File: config.mk
export PLATFORM = sky130hd
export DESIGN_NAME = plataform_hole_scheduler
export DESIGN_NICKNAME = d
export VERILOG_FILES = /design/src/rtl/plataform_pkg.sv /design/src/rtl/plataform_hole_scheduler_step.sv /design/src/rtl/plataform_hole_scheduler.sv
export SDC_FILE = /design/constraint.sdc
export NUM_CORES = 1
export LEC_CHECK = 0
export BUFFER_PORTS_ARGS = -buffer_cell sky130_fd_sc_hd__buf_2
export CAP_MARGIN = 25
export CORE_AREA = 3 3 141 143
export DETAILED_ROUTE_END_ITERATION = 10
export DIE_AREA = 0 0 144 146
export RECOVER_POWER = 25
export SLEW_MARGIN = 20
export SYNTH_ARGS = -nofsm -noshare
export SYNTH_HDL_FRONTEND = slang
export SYNTH_SLANG_ARGS = --single-unit
File: constraint.sdc
create_clock -name i_clk -period 5.7 [get_ports i_clk]
set_input_delay 0 -clock i_clk [delete_from_list [all_inputs] [get_ports i_clk]]
set_output_delay 0 -clock i_clk [all_outputs]
set_load 0.01 [all_outputs]
File: src/rtl/plataform_pkg.sv
// plataform_pkg: shared geometry constants and sweep FSM encoding for the hole scheduler
package plataform_pkg;
  localparam int SCREEN_W = 640;
  localparam int HOLE_WIDTH = 30;
  localparam int POS_W = 10;
  localparam int STEP_W = 4;
  localparam logic [1:0] IDLE = 2'd0;
  localparam logic [1:0] SWEEP = 2'd1;
  localparam logic [1:0] DONE = 2'd2;
endpackage

File: src/rtl/plataform_hole_scheduler_step.sv
// hole_step_unit: one row's next hole position and direction, bouncing off both screen edges
module hole_step_unit #(
  parameter int SCREEN_W = plataform_pkg::SCREEN_W,
  parameter int HOLE_WIDTH = plataform_pkg::HOLE_WIDTH
) (
  input  logic [plataform_pkg::POS_W-1:0]  i_s,
  input  logic [plataform_pkg::STEP_W-1:0] i_step,
  input  logic                             i_dir,
  output logic [plataform_pkg::POS_W-1:0]  o_s,
  output logic                             o_dir
);
  import plataform_pkg::*;
  logic [POS_W:0] w_ahead;
  logic w_hit_r, w_hit_l;
  // one extra bit so the lookahead past the right edge cannot wrap
  assign w_ahead = {1'b0, i_s} + (POS_W+1)'(i_step) + (POS_W+1)'(HOLE_WIDTH);
  assign w_hit_r = w_ahead >= (POS_W+1)'(SCREEN_W);
  assign w_hit_l = i_s <= POS_W'(i_step);
  assign o_s = (i_step == '0) ? i_s :
               i_dir ? (w_hit_r ? POS_W'(SCREEN_W - HOLE_WIDTH) : i_s + POS_W'(i_step)) :
                       (w_hit_l ? '0 : i_s - POS_W'(i_step));
  assign o_dir = (i_step == '0) ? i_dir : i_dir ? !w_hit_r : w_hit_l;
endmodule

File: src/rtl/plataform_hole_scheduler.sv
// plataform_hole_scheduler: tick-paced sweep moving every row's hole through one shared step unit,
// with a config port that places or retunes rows while idle
module plataform_hole_scheduler #(
  parameter int NUM_ROWS = 4,
  parameter int HOLE_WIDTH = plataform_pkg::HOLE_WIDTH,
  parameter int SCREEN_W = plataform_pkg::SCREEN_W,
  parameter int TICK_PERIOD = 840000,
  parameter int ROW_W = 2
) (
  input  logic                                     i_clk,
  input  logic                                     i_rst_n,
  input  logic                                     i_pause,
  input  logic                                     i_cfg_valid,
  output logic                                     o_cfg_ready,
  input  logic [ROW_W-1:0]                         i_cfg_row,
  input  logic [plataform_pkg::POS_W-1:0]          i_cfg_start,
  input  logic [plataform_pkg::STEP_W-1:0]         i_cfg_step,
  input  logic                                     i_cfg_dir,
  output logic [plataform_pkg::POS_W*NUM_ROWS-1:0] o_hole_start_bus,
  output logic [plataform_pkg::POS_W*NUM_ROWS-1:0] o_hole_end_bus,
  output logic                                     o_sweep_done
);
  import plataform_pkg::*;
  localparam int CNT_W = $clog2(TICK_PERIOD + 1);
  localparam logic [POS_W-1:0] MAX_START = POS_W'(SCREEN_W - HOLE_WIDTH);
  logic [CNT_W-1:0] r_tick_cnt;
  logic [1:0] r_state;
  logic [ROW_W-1:0] r_idx;
  logic [POS_W-1:0] r_start [NUM_ROWS];
  logic [STEP_W-1:0] r_step [NUM_ROWS];
  logic [NUM_ROWS-1:0] r_dir;
  logic w_tick, w_cfg_fire, w_dir_nxt;
  logic [POS_W-1:0] w_start_nxt, w_cfg_start;
  assign w_tick = !i_pause && r_tick_cnt == CNT_W'(TICK_PERIOD - 1);
  assign o_cfg_ready = r_state == IDLE;
  assign o_sweep_done = r_state == DONE;
  assign w_cfg_fire = i_cfg_valid && o_cfg_ready && int'(i_cfg_row) < NUM_ROWS;
  assign w_cfg_start = (i_cfg_start > MAX_START) ? MAX_START : i_cfg_start;
  hole_step_unit #(.SCREEN_W(SCREEN_W), .HOLE_WIDTH(HOLE_WIDTH)) u_step (
    .i_s(r_start[r_idx]),
    .i_step(r_step[r_idx]),
    .i_dir(r_dir[r_idx]),
    .o_s(w_start_nxt),
    .o_dir(w_dir_nxt)
  );
  always_ff @(posedge i_clk) begin
    if (!i_rst_n) begin
      r_tick_cnt <= '0;
      r_state <= IDLE;
      r_idx <= '0;
      r_dir <= '1;
      for (int r = 0; r < NUM_ROWS; r++) begin
        r_start[r] <= POS_W'(r * (SCREEN_W / NUM_ROWS));
        r_step[r] <= STEP_W'(3);
      end
    end else begin
      if (!i_pause) r_tick_cnt <= w_tick ? '0 : r_tick_cnt + 1'b1;
      r_state <= (r_state == IDLE && w_tick) ? SWEEP :
                 (r_state == SWEEP && r_idx == ROW_W'(NUM_ROWS - 1)) ? DONE :
                 (r_state == DONE) ? IDLE : r_state;
      r_idx <= (r_state == SWEEP) ? r_idx + 1'b1 : '0;
      if (r_state == SWEEP) begin
        r_start[r_idx] <= w_start_nxt;
        r_dir[r_idx] <= w_dir_nxt;
      end
      // only possible in IDLE, so it never collides with a sweep write
      if (w_cfg_fire) begin
        r_start[i_cfg_row] <= w_cfg_start;
        r_step[i_cfg_row] <= i_cfg_step;
        r_dir[i_cfg_row] <= i_cfg_dir;
      end
    end
  end
  for (genvar g = 0; g < NUM_ROWS; g++) begin : g_bus
    assign o_hole_start_bus[POS_W*g +: POS_W] = r_start[g];
    assign o_hole_end_bus[POS_W*g +: POS_W] = r_start[g] + POS_W'(HOLE_WIDTH);
  end
endmodule

Yosys cells after proc, flatten, opt, wreduce, memory -nomap -nowiden
Memories as Yosys holds them, arrays and structs flattened. A register that Yosys moved wholly into a read port is not among the register bits.
Cells that the tools add are included.
{"block": "totals", "regBits": 28, "mem_bits_rw": 56, "in_bits": 21, "out_inout_bits": 82, "word_cells": 86, "mem_count": 2}
{"block": "op_classes", "n_addsub": 10, "magnitude_cmp": 7, "n_eq_ne": 4, "muxes": 40, "n_bitwise": 1, "reduce_logical": 17}
{"name": "r_start", "words": 4, "word_bits": 10, "rd": 5, "rd_clocked_by_memory_dff": 1, "write_ports": 4, "line": "plataform_hole_scheduler.sv:29", "rtl": "logic [POS_W-1:0] r_start [NUM_ROWS];"}
{"name": "r_step", "words": 4, "word_bits": 4, "rd": 1, "rd_clocked_by_memory_dff": 1, "write_ports": 4, "line": "plataform_hole_scheduler.sv:30", "rtl": "logic [STEP_W-1:0] r_step [NUM_ROWS];"}
{"op": "2-to-1 mux 10 bit", "n": 7}
{"op": "adder 10 x 5 -> 10 bit, second input constant", "n": 4}
{"op": "adder 20 x 1 -> 20 bit, second input constant", "n": 1}
{"op": "== test 20 bit, second input constant", "n": 1}
{"op": "2-to-1 mux 20 bit", "n": 1}
{"op": "OR reduction 10 bit", "n": 2}
{"op": "2-to-1 mux 1 bit", "n": 16}
{"op": "2-to-1 mux 4 bit", "n": 4}
{"op": "2-to-1 mux 2 bit", "n": 7}
{"op": "adder 10 x 4 -> 11 bit", "n": 1}
{"op": "adder 11 x 5 -> 11 bit, second input constant", "n": 1}
{"op": ">= comparator 11 x 10 -> 1 bit, second input constant", "n": 1}
{"op": "adder 10 x 4 -> 10 bit", "n": 1}
{"op": "greater-than comparator 10 bit, second input constant", "n": 1}
{"op": "<= comparator 10 x 4 -> 1 bit", "n": 1}
{"op": "subtractor 10 x 4 -> 10 bit", "n": 1}
{"op": "bitwise mux 4 bit", "n": 2}
{"op": "logical AND 1 bit", "n": 6}
{"op": "< comparator 2 x 3 -> 1 bit, second input constant", "n": 2}
{"op": "demux 1 bit (select 2 bit)", "n": 2}
{"op": "== test 2 bit, second input constant", "n": 2}
{"op": ">= comparator 2 x 1 -> 1 bit, second input constant", "n": 2}
{"op": "zero test 4 bit", "n": 1}
{"op": "OR reduction 4 bit", "n": 1}
{"op": "other kinds (10)", "n": 11}

Logic depth before layout (Yosys ltp)
{"block": "depth", "word_depth": 11, "mapped_depth": 17, "depth_no_buf": 15}

Modules after synthesis
A second synthesis with hierarchy kept.
{"block": "unflattened", "hier_cells": 590, "hier_area_um2": 5699.2}
{"module": "plataform_hole_scheduler", "instances": 1, "cells_each": 431, "area_each_um2": 4524.3, "seq_area_each_um2": 2242.2}
{"module": "hole_step_unit", "instances": 1, "cells_each": 159, "area_each_um2": 1174.9, "seq_area_each_um2": 0.0}

Worst setup path before layout
No wires, ideal clock.
{"block": "synth_path", "path_type": "register to register", "from": "reg r_idx[1]", "to": "mem r_start[3][9] (data pin)", "setup_time_ns": 0.271, "t_arrival_ns": 3.810, "required_ns": 5.429, "slack_ns": 1.619, "stages_incl_launch_ff": 18, "n_path_buf": 2, "synth_period_minus_slack_ns": 4.081, "path_cell_list": "dfxtp_1 buf_6 buf_2 mux4_2 inv_1 ha_1 inv_1 ha_1 inv_1 fa_1 nor2b_1 o211ai_1 a21o_1 a221oi_4 o21a_4 nand2_1 a222oi_1 inv_1"}
{"element": "start, declared", "line": "plataform_hole_scheduler.sv:28", "rtl": "logic [ROW_W-1:0] r_idx;"}
{"element": "start signal, assigned", "line": "plataform_hole_scheduler.sv:61", "rtl": "r_idx <= (r_state == SWEEP) ? r_idx + 1'b1 : '0;"}
{"element": "end, declared", "line": "plataform_hole_scheduler.sv:29"}

==> flow_summary_export.csv <==
group,metric,value,unit
detailed_routing,drt-vias-per-instance,5.08,
logic_synthesis,post-synth-top-count-cell,"nor2_1",
sta,setup_violations,0,
logic_synthesis,yosys_warnings,0,
sta,fmax,223,MHz
floorplanning,coreArea,18700,um2
placement,dp_hpwl,12.3,mm
placement,place_congestion,0.942,
logic_synthesis,synth_top_family_by_area,"simple AND/OR/NAND/NOR gates",
logic_synthesis,synth_area,5600,um2
setup_path,arrival,4550,ps
detailed_routing,first_iter_violations,370,
logic_synthesis,synth_xor_area_frac,0.0782,
logic_synthesis,synth_area_per_cell,9.50,um2
logic_synthesis,yosys-mux-area-fraction,0.0616,
floorplanning,die_h,146,um
logic_synthesis,synthTopCellsByArea,"edfxtp_1 30%, dfxtp_1 10%, ha_1 6.0%",
clock_tree,clock_path_buffers,2,
power_and_ir_drop,power_density,230,nW/um2
floorplanning,die_w,144,um
global_route,grt_max_degree,28,
placement,io_buffers,102,
clock_tree,root_buffer,"clkbuf_16",
sta,drv_slew,0,
logic_synthesis,async_flop_share,0,
clock_tree,numCtsBuffers,9,
sta,rsz0062_at_grt,"no",
global_route,gr-total-overflow,0,
setup_path,cp_max_fo,13,
logic_synthesis,synth_common_cells,"73 x nor2_1, 64 x nand2_1, 56 x edfxtp_1, 52 x inv_1, 30 x nand3_1",
setup_path,critPathCaptureType,"flip-flop",
power_and_ir_drop,p_leak,2.60,nW
logic_synthesis,synthFlopType,"edfxtp_1",
global_route,grt_pass1_wl,24.8,mm
sta,worst_pin_slew,766,ps
setup_path,max_stage_delay,590,ps
sta,clock_skew,8.18,ps
cells_and_area,fin_nets,738,
logic_synthesis,yosysUniqueCellTypes,65,
global_route,track_usage,0.148,
clock_tree,cts.sinks,84,
global_route,grt_pass1_vias,4475,
setup_path,startpoint_type,"flip-flop",
logic_synthesis,synth-compound-area-share,0.128,
logic_synthesis,synth_nets,641,
floorplanning,start_util,0.300,
cells_and_area,postLayoutCellArea,6600,um2
logic_synthesis,synth-edff-count,56,
setup_path,critical-path-slowest-cell,"a222oi_1",
global_route,antenna_found_initial,0,
logic_synthesis,synth_top_cell_area_share,0.300,
cells_and_area,diodes,0,
cells_and_area,fin_cells,926,
setup_path,cp_data_required_time,5760,ps
clock_tree,cts.repair.resized,0,
power_and_ir_drop,finalPower,1.52,mW
detailed_routing,postRouteAntennaNets,0,
sta,setup_tns,0,ps
logic_synthesis,synthesis.instances,590,
logic_synthesis,yosysSeqAreaShare,0.400,
power_and_ir_drop,peakVddDrop,0.000119,V
detailed_routing,vias,4702,
logic_synthesis,synth_fa_ha_area_frac,0.0710,
clock_tree,htree_levels,3,
flow_run,maxCapViolations,0,
floorplanning,dieArea,21000,um2
sta,finalHoldViolations,0,
sta,finalCritPeriodShare,0.787,
setup_path,cp_cell_sequence,"buf_4 > mux4_2 > inv_1 > ha_1 > inv_1 > ha_1 > nor2b_1 > o211ai_1 > a211oi_1 > a221oi_4 > o21a_4 > nand2_1 > a222oi_1 > nor2_1",
cells_and_area,syn2layout_area_growth,17.7,%
clock_tree,clk_latency,330,ps
detailed_routing,first_pass_iters,5,
detailed_routing,wl_per_cell,16.6,um
worst_hold_path,hold_path_class,"in -> reg",
sta,maxSlewHeadroom,0.488,
clock_tree,cts_tree,"yes",
placement,dp.cells,904,
setup_path,criticalPathCategory,"reg -> reg",
logic_synthesis,ys_seq_elements,84,
floorplanning,boundaryPins,103,
detailed_routing,finalWirelength,15.4,mm
clock_tree,path_clk_slew,60,ps
sta,fin_crit,4490,ps
cells_and_area,drive_gt1_frac,0.146,
detailed_routing,drc,0,
floorplanning,row_count,50,
placement,dpl-instance-area,6300,um2
outcome,status,"finished, final reports clean",
sta,holdWs,34.2,ps
logic_synthesis,synth-simple-area-share,0.201,
logic_synthesis,yosysTopAreaCell,"edfxtp_1",
-- placed cells by master (no fill, tap or decap), types with 4 or more instances in the layout --
cell type,netlist,final
xnor2_1,28,28
edfxtp_1,56,56
nand2b_1,9,9
buf_4,7,4
dfxtp_1,28,28
o31ai_1,4,4
nor3_1,7,7
ha_1,27,27
clkbuf_1,13,54
clkbuf_16,0,10
or2_2,4,4
o2111ai_1,5,5
nand2_1,64,64
xor2_1,22,22
dlygate4sd3_1,0,6
nor2b_1,8,8
nand4_1,12,12
o21ai_0,13,13
nor2_1,73,73
a21oi_1,20,20
o211ai_1,5,5
nand3_1,30,30
a211oi_1,5,5
buf_2,4,49
a21o_1,7,7
mux4_2,13,13
and3_1,8,8
and2_1,6,6
inv_1,52,52
-- power breakdown --
| group | switching, mW | internal [mW] |
|---|---|---|
| sequential | 0.0266 | 0.675 |
| clock | 0.227 | 0.345 |
| combinational | 0.152 | 0.0902 |
| total | 0.405 | 1.11 |
-- final timing paths --
path	cells after the start	end	slack, ps	startpoint
worst max register to register	14	r_start[0][9]$_SDFFCE_PN0P_	1210	r_idx[1]$_SDFF_PN0_
worst min register to register	2	r_dir[3]$_SDFF_PN1_	500	r_dir[3]$_SDFF_PN1_
worst max-delay path	14	r_start[0][9]$_SDFFCE_PN0P_	1210	r_idx[1]$_SDFF_PN0_
worst min-delay path	3	r_dir[2]$_SDFF_PN1_	30	i_cfg_row[1]
-- kinds of logic after synthesis --
kind of cell,after synthesis
AND/OR/NAND/NOR,237
AO/OA/AOI/OAI,93
flip-flops,84
buffers and inverters,78
XOR/XNOR,50
adder cells (fa/ha/maj),30
multiplexers,18
-- stage by stage --
stage               setup WS (ps)   util
floorplan                    1620      -
global placement             1350  0.337
detailed placement           1210  0.337
CTS                          1200  0.356
global route                  787  0.353
finish                       1210  0.353
-- critical path, delay by kind of cell (launching register included) --
family,cells,cell delay [ps]
adders and majority gates,2,610
muxes,1,560
DFF,1,550
buffers and inverters,3,520
and+or+nand+nor,3,270
AOI/OAI and AO/OA,5,1680
-- registers in the layout, summed over array words and instances (netlist names) --
signal	count
r_step	16
r_state	2
r_tick_cnt	20
r_start	40
r_idx	2
r_dir	4
-- layer usage --
layer	track usage	part of all wire
met1	0.209	0.45
met2	0.227	0.47
met4	0.0480	0.026
met3	0.0283	0.055
met5	0	0
-- area by class of cell --
class	instances	area (um2)
Clock buffer	13	282
Clock inverter	3	18.8
Fill cell	1943	12100
Inverter	52	195
Multi-Input combinational cell	428	3030
Sequential cell	84	2240
Tap cell	234	293
Timing Repair Buffer	112	534
-- repair_timing --
item                       CTS  global route
setup buffers                0             0
setup endpoints to repair    0             0
hold endpoints to repair    12             0
hold buffers                 6             0
Power figures use the tool's default switching activity.
